[src/rtl/cnt_arb_pkg.sv]
// cnt_arb_pkg: shared encodings for the shared-counter arbiter.
//   cmd_t   - per-requester command codes carried on CMD
//   state_t - sequencer states of cnt_arb
package cnt_arb_pkg;

  typedef enum logic [1:0] {
    CMD_NOP  = 2'b00,
    CMD_UP   = 2'b01,
    CMD_DOWN = 2'b10,
    CMD_LOAD = 2'b11
  } cmd_t;

  typedef enum logic [1:0] {
    S_IDLE  = 2'b00,
    S_ISSUE = 2'b01,
    S_ACKS  = 2'b10
  } state_t;

endpackage

[src/rtl/cnt_arb_if.sv]
// cnt_arb_if: request/grant/acknowledge bus between NREQ requesters and
// the shared counter.
//   REQ   - per-requester request level
//   CMD   - 2 bits per requester (requester i on [2i+1:2i])
//   LDVAL - WIDTH bits per requester (requester i on [WIDTH*i +: WIDTH])
//   GNT   - one-hot grant; ACK - completion pulse
//   COUNT - shared counter; WRAP - overflow/underflow pulse; BUSY - op in flight
// master: requester side, slave: arbiter side.
interface cnt_arb_if #(
  parameter int NREQ  = 4,
  parameter int WIDTH = 4
);
  logic [NREQ-1:0]       REQ;
  logic [2*NREQ-1:0]     CMD;
  logic [WIDTH*NREQ-1:0] LDVAL;
  logic [NREQ-1:0]       GNT;
  logic                  ACK;
  logic [WIDTH-1:0]      COUNT;
  logic                  WRAP;
  logic                  BUSY;

  modport master (
    output REQ, CMD, LDVAL,
    input  GNT, ACK, COUNT, WRAP, BUSY
  );

  modport slave (
    input  REQ, CMD, LDVAL,
    output GNT, ACK, COUNT, WRAP, BUSY
  );
endinterface

[src/rtl/cnt_arb_rr_pick.sv]
// cnt_arb_rr_pick: combinational round-robin picker.
//   req    - request vector
//   ptr    - index where the search starts (wraps modulo N)
//   onehot - one-hot winner, idx - its binary index, any - some request set
module cnt_arb_rr_pick #(
  parameter int N = 4,
  localparam int IW = (N > 1) ? $clog2(N) : 1
) (
  input  logic [N-1:0]  req,
  input  logic [IW-1:0] ptr,
  output logic [N-1:0]  onehot,
  output logic [IW-1:0] idx,
  output logic          any
);

  logic [IW-1:0] cand;

  always_comb begin
    onehot = '0;
    idx    = '0;
    any    = 1'b0;
    cand   = '0;
    for (int k = 0; k < N; k++) begin
      cand = IW'((int'(ptr) + k) % N);
      if (!any && req[cand]) begin
        any          = 1'b1;
        onehot[cand] = 1'b1;
        idx          = cand;
      end
    end
  end

endmodule

[src/rtl/cnt_arb.sv]
// cnt_arb: round-robin arbiter sequencing NREQ requesters onto one shared
// up/down counter. Each op takes IDLE (grant) -> ISSUE (apply) -> ACKS (ack),
// so a requester sees GNT one cycle after REQ and ACK one cycle after that.
//   CLOCK - rising-edge clock
//   RESET - asynchronous active-high reset, aborts any op in flight
//   bus   - cnt_arb_if slave: REQ/CMD/LDVAL in, GNT/ACK/COUNT/WRAP/BUSY out
module cnt_arb
  import cnt_arb_pkg::*;
#(
  parameter int NREQ  = 4,
  parameter int WIDTH = 4,
  localparam int IW = (NREQ > 1) ? $clog2(NREQ) : 1
) (
  input  logic         CLOCK,
  input  logic         RESET,
  cnt_arb_if.slave     bus
);

  state_t           state;
  logic [NREQ-1:0]  gnt;
  logic             ack;
  logic [WIDTH-1:0] count;
  logic             wrap;
  logic             busy;
  logic [IW-1:0]    ptr;
  logic [IW-1:0]    win_idx;
  cmd_t             cmd_l;
  logic [WIDTH-1:0] ldval_l;

  logic [NREQ-1:0]  pick_oh;
  logic [IW-1:0]    pick_idx;
  logic             pick_any;
  cmd_t             cmd_sel;
  logic [WIDTH-1:0] ldval_sel;

  cnt_arb_rr_pick #(.N(NREQ)) u_pick (
    .req    (bus.REQ),
    .ptr    (ptr),
    .onehot (pick_oh),
    .idx    (pick_idx),
    .any    (pick_any)
  );

  // Mux the winner's command and load value out of the packed buses using
  // constant slices only.
  always_comb begin
    cmd_sel   = CMD_NOP;
    ldval_sel = '0;
    for (int i = 0; i < NREQ; i++) begin
      if (pick_idx == IW'(i)) begin
        cmd_sel   = cmd_t'(bus.CMD[2*i +: 2]);
        ldval_sel = bus.LDVAL[WIDTH*i +: WIDTH];
      end
    end
  end

  always_ff @(posedge CLOCK or posedge RESET) begin
    if (RESET) begin
      state   <= S_IDLE;
      gnt     <= '0;
      ack     <= 1'b0;
      count   <= '0;
      wrap    <= 1'b0;
      busy    <= 1'b0;
      ptr     <= '0;
      win_idx <= '0;
      cmd_l   <= CMD_NOP;
      ldval_l <= '0;
    end else begin
      case (state)
        S_IDLE: begin
          if (pick_any) begin
            // Latch the command now so later CMD/LDVAL changes are ignored.
            gnt     <= pick_oh;
            win_idx <= pick_idx;
            cmd_l   <= cmd_sel;
            ldval_l <= ldval_sel;
            busy    <= 1'b1;
            state   <= S_ISSUE;
          end else begin
            gnt <= '0;
          end
        end
        S_ISSUE: begin
          case (cmd_l)
            CMD_UP: begin
              count <= count + 1'b1;
              wrap  <= &count;
            end
            CMD_DOWN: begin
              count <= count - 1'b1;
              wrap  <= ~|count;
            end
            CMD_LOAD: begin
              count <= ldval_l;
              wrap  <= 1'b0;
            end
            default: wrap <= 1'b0;
          endcase
          ack   <= 1'b1;
          state <= S_ACKS;
        end
        S_ACKS: begin
          // Advancing past the winner keeps a persistent requester from
          // being served back-to-back while others wait.
          ptr   <= (win_idx == IW'(NREQ-1)) ? '0 : win_idx + 1'b1;
          gnt   <= '0;
          ack   <= 1'b0;
          wrap  <= 1'b0;
          busy  <= 1'b0;
          state <= S_IDLE;
        end
        default: state <= S_IDLE;
      endcase
    end
  end

  assign bus.GNT   = gnt;
  assign bus.ACK   = ack;
  assign bus.COUNT = count;
  assign bus.WRAP  = wrap;
  assign bus.BUSY  = busy;

endmodule

[src/flat_wrapper.sv]
// flat-port wrapper written by rule: the top's interface ports become plain ports
module cnt_arb_flat import cnt_arb_pkg::*;
#(
  parameter int NREQ  = 4,
  parameter int WIDTH = 4,
  localparam int IW = (NREQ > 1) ? $clog2(NREQ) : 1
)
  (CLOCK, RESET, bus_REQ, bus_CMD, bus_LDVAL, bus_GNT, bus_ACK, bus_COUNT, bus_WRAP, bus_BUSY);
  cnt_arb_if #(.NREQ(NREQ), .WIDTH(WIDTH)) bus_i ();
  input  logic CLOCK;
  input  logic RESET;
  input wire logic [$bits(bus_i.REQ)-1:0] bus_REQ;
  input wire logic [$bits(bus_i.CMD)-1:0] bus_CMD;
  input wire logic [$bits(bus_i.LDVAL)-1:0] bus_LDVAL;
  output wire logic [$bits(bus_i.GNT)-1:0] bus_GNT;
  output wire logic [$bits(bus_i.ACK)-1:0] bus_ACK;
  output wire logic [$bits(bus_i.COUNT)-1:0] bus_COUNT;
  output wire logic [$bits(bus_i.WRAP)-1:0] bus_WRAP;
  output wire logic [$bits(bus_i.BUSY)-1:0] bus_BUSY;
  assign bus_i.REQ = bus_REQ;
  assign bus_i.CMD = bus_CMD;
  assign bus_i.LDVAL = bus_LDVAL;
  assign bus_GNT = bus_i.GNT;
  assign bus_ACK = bus_i.ACK;
  assign bus_COUNT = bus_i.COUNT;
  assign bus_WRAP = bus_i.WRAP;
  assign bus_BUSY = bus_i.BUSY;
  cnt_arb #(.NREQ(NREQ), .WIDTH(WIDTH)) u_core (.CLOCK(CLOCK), .RESET(RESET), .bus(bus_i));
endmodule
[config.mk]
export PLATFORM = sky130hd
export DESIGN_NAME = cnt_arb_flat
export DESIGN_NICKNAME = d
export VERILOG_FILES = /design/src/rtl/cnt_arb_pkg.sv /design/src/rtl/cnt_arb_if.sv /design/src/rtl/cnt_arb_rr_pick.sv /design/src/rtl/cnt_arb.sv /design/src/flat_wrapper.sv
export SDC_FILE = /design/constraint.sdc
export NUM_CORES = 1
export LEC_CHECK = 0
export ABC_AREA = 1
export BUFFER_PORTS_ARGS = -buffer_cell sky130_fd_sc_hd__buf_2
export CORE_UTILIZATION = 40
export CTS_BUF_LIST = sky130_fd_sc_hd__clkbuf_8 sky130_fd_sc_hd__clkbuf_16
export DETAILED_ROUTE_END_ITERATION = 12
export GPL_TIMING_DRIVEN = 0
export PLACE_DENSITY_LB_ADDON = 0.05
export SETUP_SLACK_MARGIN = 0.02
export SLEW_MARGIN = 20
export SYNTH_ARGS = -nofsm -noshare
export SYNTH_HDL_FRONTEND = slang
export SYNTH_SLANG_ARGS = --single-unit
[constraint.sdc]
create_clock -name CLOCK -period 4.2 [get_ports CLOCK]
set_input_delay 0.21 -clock CLOCK [delete_from_list [all_inputs] [get_ports CLOCK]]
set_output_delay 0.21 -clock CLOCK [all_outputs]
set_load 0.02 [all_outputs]
==> results by group, run 1 <==
Cells and area
  – Final Non-Filler Cells: 343
  – Area delta synth->final: 16.3%
  – Ant diodes: 0
  – Filler instances: ~480
  – Final instance area: 0.00222 mm^2
  – Final nets: 341
  – Share of cells above drive strength 1: 25.8%

Timing
  – Max_slew headroom: 42.3%
  – Worst Clk Skew: 0.0100 ns
  – Part of the cycle the worst path needs: 57.2%
  – Unrepaired setup endpoints after global routing: no
  – Fin. max-slew vios: 0
  – Fin Setup TNS: 0 ns
  – Endpoints failing hold: 0
  – Final setup violation count: 0
  – F_max: 416 MHz
  – Tmin final: 2.40 ns
  – Slew @ Worst Pin: 0.864 ns

Flow run
  – Max-Cap Viols: 0

Synthesis
  – Yosys reg bits: 23
  – Post-synthesis sequential area ratio: about 30%
  – Syn Area/Cell: 7.73 um^2
  – Syn Nets: 296
  – Post-synth EDFFs: 0
  – Ys async rst share: 100%
  – Yosys cell types: 33
  – YS warnings: 0
  – Cells after Synth: 247
  – Most used DFF post-synth: dfrtp_1
  – Dominant cell type by area after synthesis: dfrtp_1
  – Synth top area share: between 30% and 40%
  – Synth area leaders: dfrtp_1 30%, ha_1 12%, nand2_1 11%, inv_1 7.5%, nand3_1 6.6%
  – Cell area after synthesis: 0.00191 mm^2

Global route
  – Met3 global-route usage: 1.71%
  – Met2 usage: 27.7%
  – Initial antenna violation count: 0
  – Top Usage Layer GRT: met2
  – Largest net degree at the start of global routing: 24
  – Number of global-route vias before repair: between 1500 and 2000
  – Met1 usage: between 20% and 30%
  – Grt ovf: 0
  – Global-route usage over all layers: around 17%
  – Global-route wire length before repair: slightly below 7000 um

Worst setup path
  – Crit. Startpoint: u_core.ptr[1]
  – RR Startpoint: u_core.ptr[1]
  – Slowest cell on crit path: dfrtp_1
  – Max incr delay on CP: 0.51 ns
  – CP Cell Sequence: inv_1, ha_1, inv_1, nand3_1, nand2_1, nand4_1, nand2_2, nand2_4, nor2_2, a21oi_1, nand2_1, nand2_1
  – Startpoint Class: register
  – Largest fanout on the critical path: 8
  – Worst setup path class: reg -> reg
  – Crit path required time: 4.35 ns
  – WP data arrival: 2.56 ns
  – Cell mode on critical path: nand2_1
  – Worst setup EP type: register

Hold path
  – Hold Crit Class: in -> async

Die
  – Die area: 0.00505 mm^2
  – Initial Util: a little over two fifths
  – Chip height: 71.1 um
  – Die X-Extent: 71.1 um
  – # rows: 24
  – Placeable Area: 0.00447 mm^2
  – IO Count: 41

Status
  – Status: completed

Placement
  – Dpl cells: ~340
  – Post-DP Area: 0.00217 mm^2
  – Detailed Place HPWL: approximately 3000 um
  – GPL Wtd Cong: between 0.7 and 0.8
  – IO Port Bufs: 40

Clock network
  – Clk sinks: 23
  – Post_cts resized: 0
  – Post-CTS setup buffer count: 0
  – Inserted Clock Buffers: 3
  – CTS tree: yes
  – Root Driver: clkbuf_8
  – Hold Buf Count CTS: 0
  – Clock latency on the worst-skew pair: ~0.27 ns
  – CTS max path bufs: 2
  – H-tree depth: 1
  – Clock transition at the registers of the reported paths: 0.09 ns

Route
  – Final wirelength: 3820 um
  – DR pass1 iterations: 6
  – WL/cell: 11.1 um
  – DR vias/cell: 4.88
  – Antenna Nets Post-Route: 0
  – Via Count: 1675
  – # DRC: 0
  – DR iter-0 viols: 71

Pwr
  – Power per cell area: 895 mW/mm^2
  – P_leak: between 1 and 1.5 nW
  – Max IR drop VDD: roughly 0.00035 V
==> layout by cell type (no fill, tap or decap), drive strengths merged, types with 2 or more instances in the layout <==
| cell type | count |
|---|---|
| a21o | 5 |
| a21oi | 14 |
| a22oi | 4 |
| buf | 44 |
| clkbuf | 3 |
| clkinv | 3 |
| dfrtp | 23 |
| ha | 18 |
| inv | 43 |
| nand2 | 64 |
| nand3 | 29 |
| nand4 | 5 |
| nor2 | 6 |
| o211ai | 3 |
| o21ai | 18 |
| o22ai | 2 |
==> metal layers <==
layer | wire length (um) | part of all wire, %
met3 | 100 | 2.6
met2 | 1660 | 43
met1 | 2010 | 53
met5 | 0 | 0
met4 | 48 | 1.3
==> power by group <==
group / total [mW] / internal, mW / switching [mW]
clock network: 0.138 / 0.0662 / 0.0717
logic: 1.44 / 0.537 / 0.904
registers: 0.408 / 0.323 / 0.0848
==> sequential cells by signal (all words and copies together) (netlist names) <==
name              count
u_core.bus.ACK        1
u_core.bus.BUSY       1
u_core.bus.COUNT      4
u_core.bus.GNT        4
u_core.bus.WRAP       1
u_core.cmd_l          2
u_core.ldval_l        4
u_core.ptr            2
u_core.state          2
u_core.win_idx        2
==> cell families after synthesis <==
| kind of cell | count (synthesis) | synth area share (%) |
|---|---|---|
| adder cells (fa/ha/maj) | 19 | 12.9 |
| multiplexers | 1 | 0.590 |
| AND/OR/NAND/NOR | 105 | 29.4 |
| buffers and inverters | 49 | 11.5 |
| flip-flops | 23 | 30.2 |
| AO/OA/AOI/OAI | 49 | 15.0 |
| XOR/XNOR | 1 | 0.459 |
==> stage by stage <==
step / worst slack, ns / util [%] / hold slack, ns / total power, mW
floorplan: 2.13 / - / 0.212 / 1.56
CTS: 1.77 / 49.6 / 0.146 / 2.02
finish: 1.80 / 49.6 / 0.104 / 1.99
global placement: 1.76 / 48.6 / 0.441 / 1.86
global route: 1.53 / 49.6 / 0.193 / 2.24
detailed placement: 1.78 / 48.6 / 0.442 / 1.87
==> area by class of cell <==
class,count,area (um^2),area share (%)
plain buffers,4,37.5,1.69
clock buffers,3,41.3,1.86
clock inverters,1,5.00,0.225
inverters,45,181,8.17
multi-input cells,175,1110,50.2
flip-flops and latches,23,576,25.9
well taps,52,65.1,2.93
repair buffers,40,200,9.02
==> cells in the mapped netlist (2+ instances only) <==
| cell type | count |
|---|---|
| nand2_1 | 54 |
| nand4_1 | 4 |
| ha_1 | 18 |
| nand3_1 | 25 |
| nand3_2 | 4 |
| a21oi_1 | 14 |
| o22ai_1 | 2 |
| o211ai_1 | 3 |
| nor2_2 | 2 |
| buf_4 | 2 |
| inv_2 | 4 |
| o21ai_0 | 12 |
| nor2_1 | 2 |
| a21o_1 | 5 |
| o21ai_1 | 6 |
| buf_6 | 2 |
| dfrtp_1 | 23 |
| inv_1 | 38 |
| nor2_4 | 2 |
| a22oi_1 | 4 |
| nand2_2 | 3 |
| nand2_4 | 7 |
==> worst max-delay path: cells and delay by family (launching register included) <==
family,cells,cell delay [ns]
and+or+nand+nor,8,0.95
DFF,1,0.51
adders and majority gates,1,0.37
buffers and inverters,2,0.35
AOI/OAI and AO/OA,1,0.10
==> worst paths after layout <==
path / endpoint / slack, ns / cells past startpoint
setup / recovery: u_core.cmd_l[0] / 1.80 / 12
hold / removal: u_core.bus.WRAP / 0.10 / 2
setup reg to reg: u_core.cmd_l[0] / 1.80 / 12
hold reg to reg: u_core.ptr[0] / 0.48 / 1
max in group asynchronous: u_core.cmd_l[0] / 3.55 / 2
min in group CLOCK: u_core.ldval_l[1] / 0.26 / 5
Note: power is estimated with default switching activity, not from simulation.
==> run 2, diff against run 1 <==
--- a/config.mk
+++ b/config.mk
@@ -5,7 +5,7 @@
 export SDC_FILE = /design/constraint.sdc
 export NUM_CORES = 1
 export LEC_CHECK = 0
-export ABC_AREA = 1
+export ABC_AREA = 0
 export BUFFER_PORTS_ARGS = -buffer_cell sky130_fd_sc_hd__buf_2
 export CORE_UTILIZATION = 40
 export CTS_BUF_LIST = sky130_fd_sc_hd__clkbuf_8 sky130_fd_sc_hd__clkbuf_16
==> constraint.sdc (replaced) <==
create_clock -name CLOCK -period 2.35 [get_ports CLOCK]
set_input_delay 0.1175 -clock CLOCK [delete_from_list [all_inputs] [get_ports CLOCK]]
set_output_delay 0.1175 -clock CLOCK [all_outputs]
set_load 0.02 [all_outputs]
==> results by group, run 2 <==
Status
  – Status: finished, violations left
  – Violated checks: setup timing

Synthesis
  – XOR/XNOR Fraction of Synth Area: 0.975% (+0.52 points)
  – Cells after Synth: 193 (-22%)
  – YS warnings: 0 (unchanged)
  – Post-Synth Simple-Gate Area: 14.1% (-15 points)
  – Dominant cell type by area after synthesis: dfrtp_1
  – Yosys reg bits: 23 (unchanged)
  – Yosys cell types: 45 (+36%)
  – Post-synth EDFFs: 0 (unchanged)
  – Synth top area share: 32.0% (+1.9 points)
  – Synth Area in Compound Gates: 20.3% (+5.3 points)
  – Syn Nets: 242 (-18%)
  – Commonest cells post-synth: 23 x dfrtp_1, 22 x nand2_1, 20 x nor2_1, 18 x ha_1, 15 x inv_1
  – Most numerous cell in the Yosys netlist: dfrtp_1
  – Post-synthesis sequential area ratio: 32.0% (+1.9 points)
  – Cell area after synthesis: 0.00180 mm^2 (-5.8%)
  – Syn Area/Cell: 9.31 um^2 (+21%)
  – Ys async rst share: 100% (unchanged)
  – Multiplexer area fraction after synthesis: 12.9% (+12 points)
  – Largest family of logic cells by synthesized area: compound AO/OA/AOI/OAI gates
  – Most used DFF post-synth: dfrtp_1
  – Adder and majority gate portion of the synthesized area: 13.6% (+0.80 points)
  – Synth area leaders: dfrtp_1 32%, ha_1 13%, mux2i_1 7.2%, nand2_1 4.6%, nor2_1 4.2%

Route
  – Via Count: 1619 (-3.3%)
  – # DRC: 0 (unchanged)
  – Final wirelength: 4350 um (+14%)
  – DR iter-0 viols: 43 (-39%)
  – Antenna Nets Post-Route: 0 (unchanged)
  – DR pass1 iterations: 4 (-2)
  – DR vias/cell: 5.33 (+9.1%)
  – WL/cell: 14.3 um (+28%)

Flow run
  – Max-Cap Viols: 0 (unchanged)

Timing
  – WHS: 0.0352 ns (-0.0693 ns)
  – Final setup violation count: 2 (+2)
  – Setup ws final: -0.0201 ns (-1.82 ns)
  – Worst Clk Skew: 0.00138 ns (-0.00866 ns)
  – Tmin final: 2.37 ns (-0.0322 ns)
  – Fin. max-slew vios: 0 (unchanged)
  – Unrepaired setup endpoints after global routing: yes
  – F_max: 422 MHz (+1.4%)
  – Part of the cycle the worst path needs: 101% (+44 points)
  – Max_slew headroom: 40.0% (-2.3 points)
  – Endpoints failing hold: 0 (unchanged)
  – Slew @ Worst Pin: 0.899 ns (+0.0348 ns)

Die
  – Initial Util: 41.6% (-1.1 points)
  – IO Count: 41 (unchanged)
  – Chip height: 69.0 um (-2.9%)
  – # rows: 24 (unchanged)
  – Placeable Area: 0.00432 mm^2 (-3.4%)
  – Die X-Extent: 69.0 um (-2.9%)
  – Die area: 0.00476 mm^2 (-5.7%)

Clock network
  – Root Driver: clkbuf_8
  – Inserted Clock Buffers: 3 (unchanged)
  – H-tree depth: 1 (unchanged)
  – Clk sinks: 23 (unchanged)
  – Clock latency on the worst-skew pair: 0.26 ns (about the same)
  – CTS max path bufs: 2 (unchanged)
  – Clock transition at the registers of the reported paths: 0.08 ns (about the same)
  – CTS tree: yes

Global route
  – Initial antenna violation count: 0 (unchanged)
  – Number of global-route vias before repair: 1683 (+7.4%)
  – Global-route usage over all layers: 19.8% (+3.0 points)
  – Global-route wire length before repair: 7820 um (+15%)
  – Largest net degree at the start of global routing: 24 (unchanged)
  – Grt ovf: 0 (unchanged)

Placement
  – Detailed Place HPWL: 3150 um (+3.3%)
  – Dpl cells: 285 (-16%)
  – IO Port Bufs: 40 (unchanged)
  – GPL Wtd Cong: 0.759 (+1.8%)

Worst setup path
  – Startpoint Class: register
  – Crit path required time: 2.50 ns (-1.85 ns)
  – Worst setup EP type: register
  – Largest fanout on the critical path: 4 (-4)
  – Worst setup path class: reg -> reg
  – WP data arrival: 2.52 ns (-0.04 ns)

Hold path
  – Hold Crit Class: in -> async

Cells and area
  – Share of cells above drive strength 1: 36.5% (+11 points)
  – Footprint of the multi-input gates: 0.00122 mm^2 (+9.3%)
  – Reg area: 578 um^2 (+0.43%)
  – Final core utilization: 54.3% (+4.7 points)
  – Final nets: 302 (-11%)
  – Area delta synth->final: 30.8%
  – Final Non-Filler Cells: 304 (-11%)
  – Most frequent cells in the layout: 40 x buf_2, 21 x nand2_1, 21 x dfrtp_1
  – Ant diodes: 0 (unchanged)
  – Filler instances: 428 (-10%)
  – Commonest non-fill, non-tap cell in the layout: buf_2

Pwr
  – Clk network pwr share: 6.8% (about the same)
  – P_leak: 1.10 nW (-11%)
  – Cell-internal power: 1.93 mW (+110%)
  – Max IR drop VDD: 0.000706 V (+100%)
  – Power per cell area: 1530 mW/mm^2 (+70%)
  – Combinational cell fraction of total power: 72.1% (-0.4 points)
  – Sw Ratio: 46.1% (-7.3 points)
  – Switch Pwr: 1.65 mW (+56%)
  – Share of power burned in registers: 21.0% (+0.5 points)
==> run 2: cell count changes in the layout (fill, tap and decap cells not counted), moves of 5 or more <==
cell	change
o221ai_2	+5
a21oi_1	-9
nand2_1	-33
mux2i_1	+13
clkbuf_1	+6
buf_4	+14
nand3_1	-24
o21ai_1	-5
nor2_1	+18
nand2_4	-7
inv_1	-24
==> run 2: timing repair <==
item | 4_1_cts | 5_1_grt
gates resized for setup | 9 | 8
setup endpoints to repair | 11 | 11
hold buffers | 0 | 0
buffers inserted | 13 | 3
pin swaps | 3 | 1
==> run 2: path summary, 6_finish.rpt <==
check                                   from             endpoint  slack [ns]  depth (start not counted)
max                            u_core.ptr[0]    u_core.ldval_l[0]       -0.02                         10
min                                    RESET  u_core.bus.COUNT[2]        0.04                          2
min reg2reg                u_core.win_idx[1]    u_core.win_idx[1]        0.49                          2
max in group asynchronous              RESET        u_core.ptr[1]        1.71                          2
max reg2reg                    u_core.ptr[0]    u_core.ldval_l[0]       -0.02                         10
min in group CLOCK             bus_LDVAL[12]    u_core.ldval_l[0]        0.11                          2
==> run 2: metal layers <==
| layer | GRT usage, % | wire [um] |
|---|---|---|
| met4 | 3.40 | 29 |
| met2 | 33.4 | 2070 |
| met1 | 27.1 | 2110 |
| met3 | 3.07 | 132 |
| met5 | 0 | 0 |
==> run 2: cells by family after synthesis <==
logic type / count (synthesis)
simple gates: 56
compound gates: 50
buf+inv: 25
flops: 23
fa+ha+maj: 19
mux: 18
xor+xnor: 2
==> run 2: power by group through the flow <==
stage | Combinational, mW | Sequential [mW] | Clock (mW)
2_1_floorplan | 1.61 | 0.818 | 0
3_3_place_gp | 2.07 | 0.756 | 0
3_5_place_dp | 2.13 | 0.769 | 0
4_1_cts | 2.45 | 0.758 | 0.251
5_1_grt | 2.87 | 0.786 | 0.269
6_report | 2.58 | 0.754 | 0.245
==> run 2: final cells by class <==
| class | count | area share (%) |
|---|---|---|
| multi-input cells | 145 | 51.8 |
| flip-flops and latches | 23 | 24.6 |
| repair buffers | 56 | 13.8 |
| well taps | 52 | 2.77 |
| inverters | 15 | 2.72 |
| plain buffers | 9 | 2.40 |
| clock buffers | 3 | 1.76 |
| clock inverters | 1 | 0.160 |
==> run 2: critical path: stages, from the launching register on <==
cell and delay [ns]:
dfrtp_2 0.41, buf_8 0.12, inv_8 0.03, ha_4 0.27, mux4_2 0.54, nor2b_2 0.14, buf_6 0.12, nor2_4 0.03
a2bb2oi_2 0.14, nand2b_4 0.16, o311a_1 0.28
==> run 2: per-stage QoR <==
step                setup TNS [ns]  setup slack [ns]  cell area (um^2)  total power [mW]
floorplan                   -0.408            -0.205              1850              2.42
global placement             -2.32            -0.378              2110              2.82
detailed placement           -2.99            -0.421              2110              2.90
CTS                         -0.262           -0.0722              2300              3.46
global route                -0.928            -0.137              2350              3.93
finish                     -0.0287           -0.0201              2350              3.58
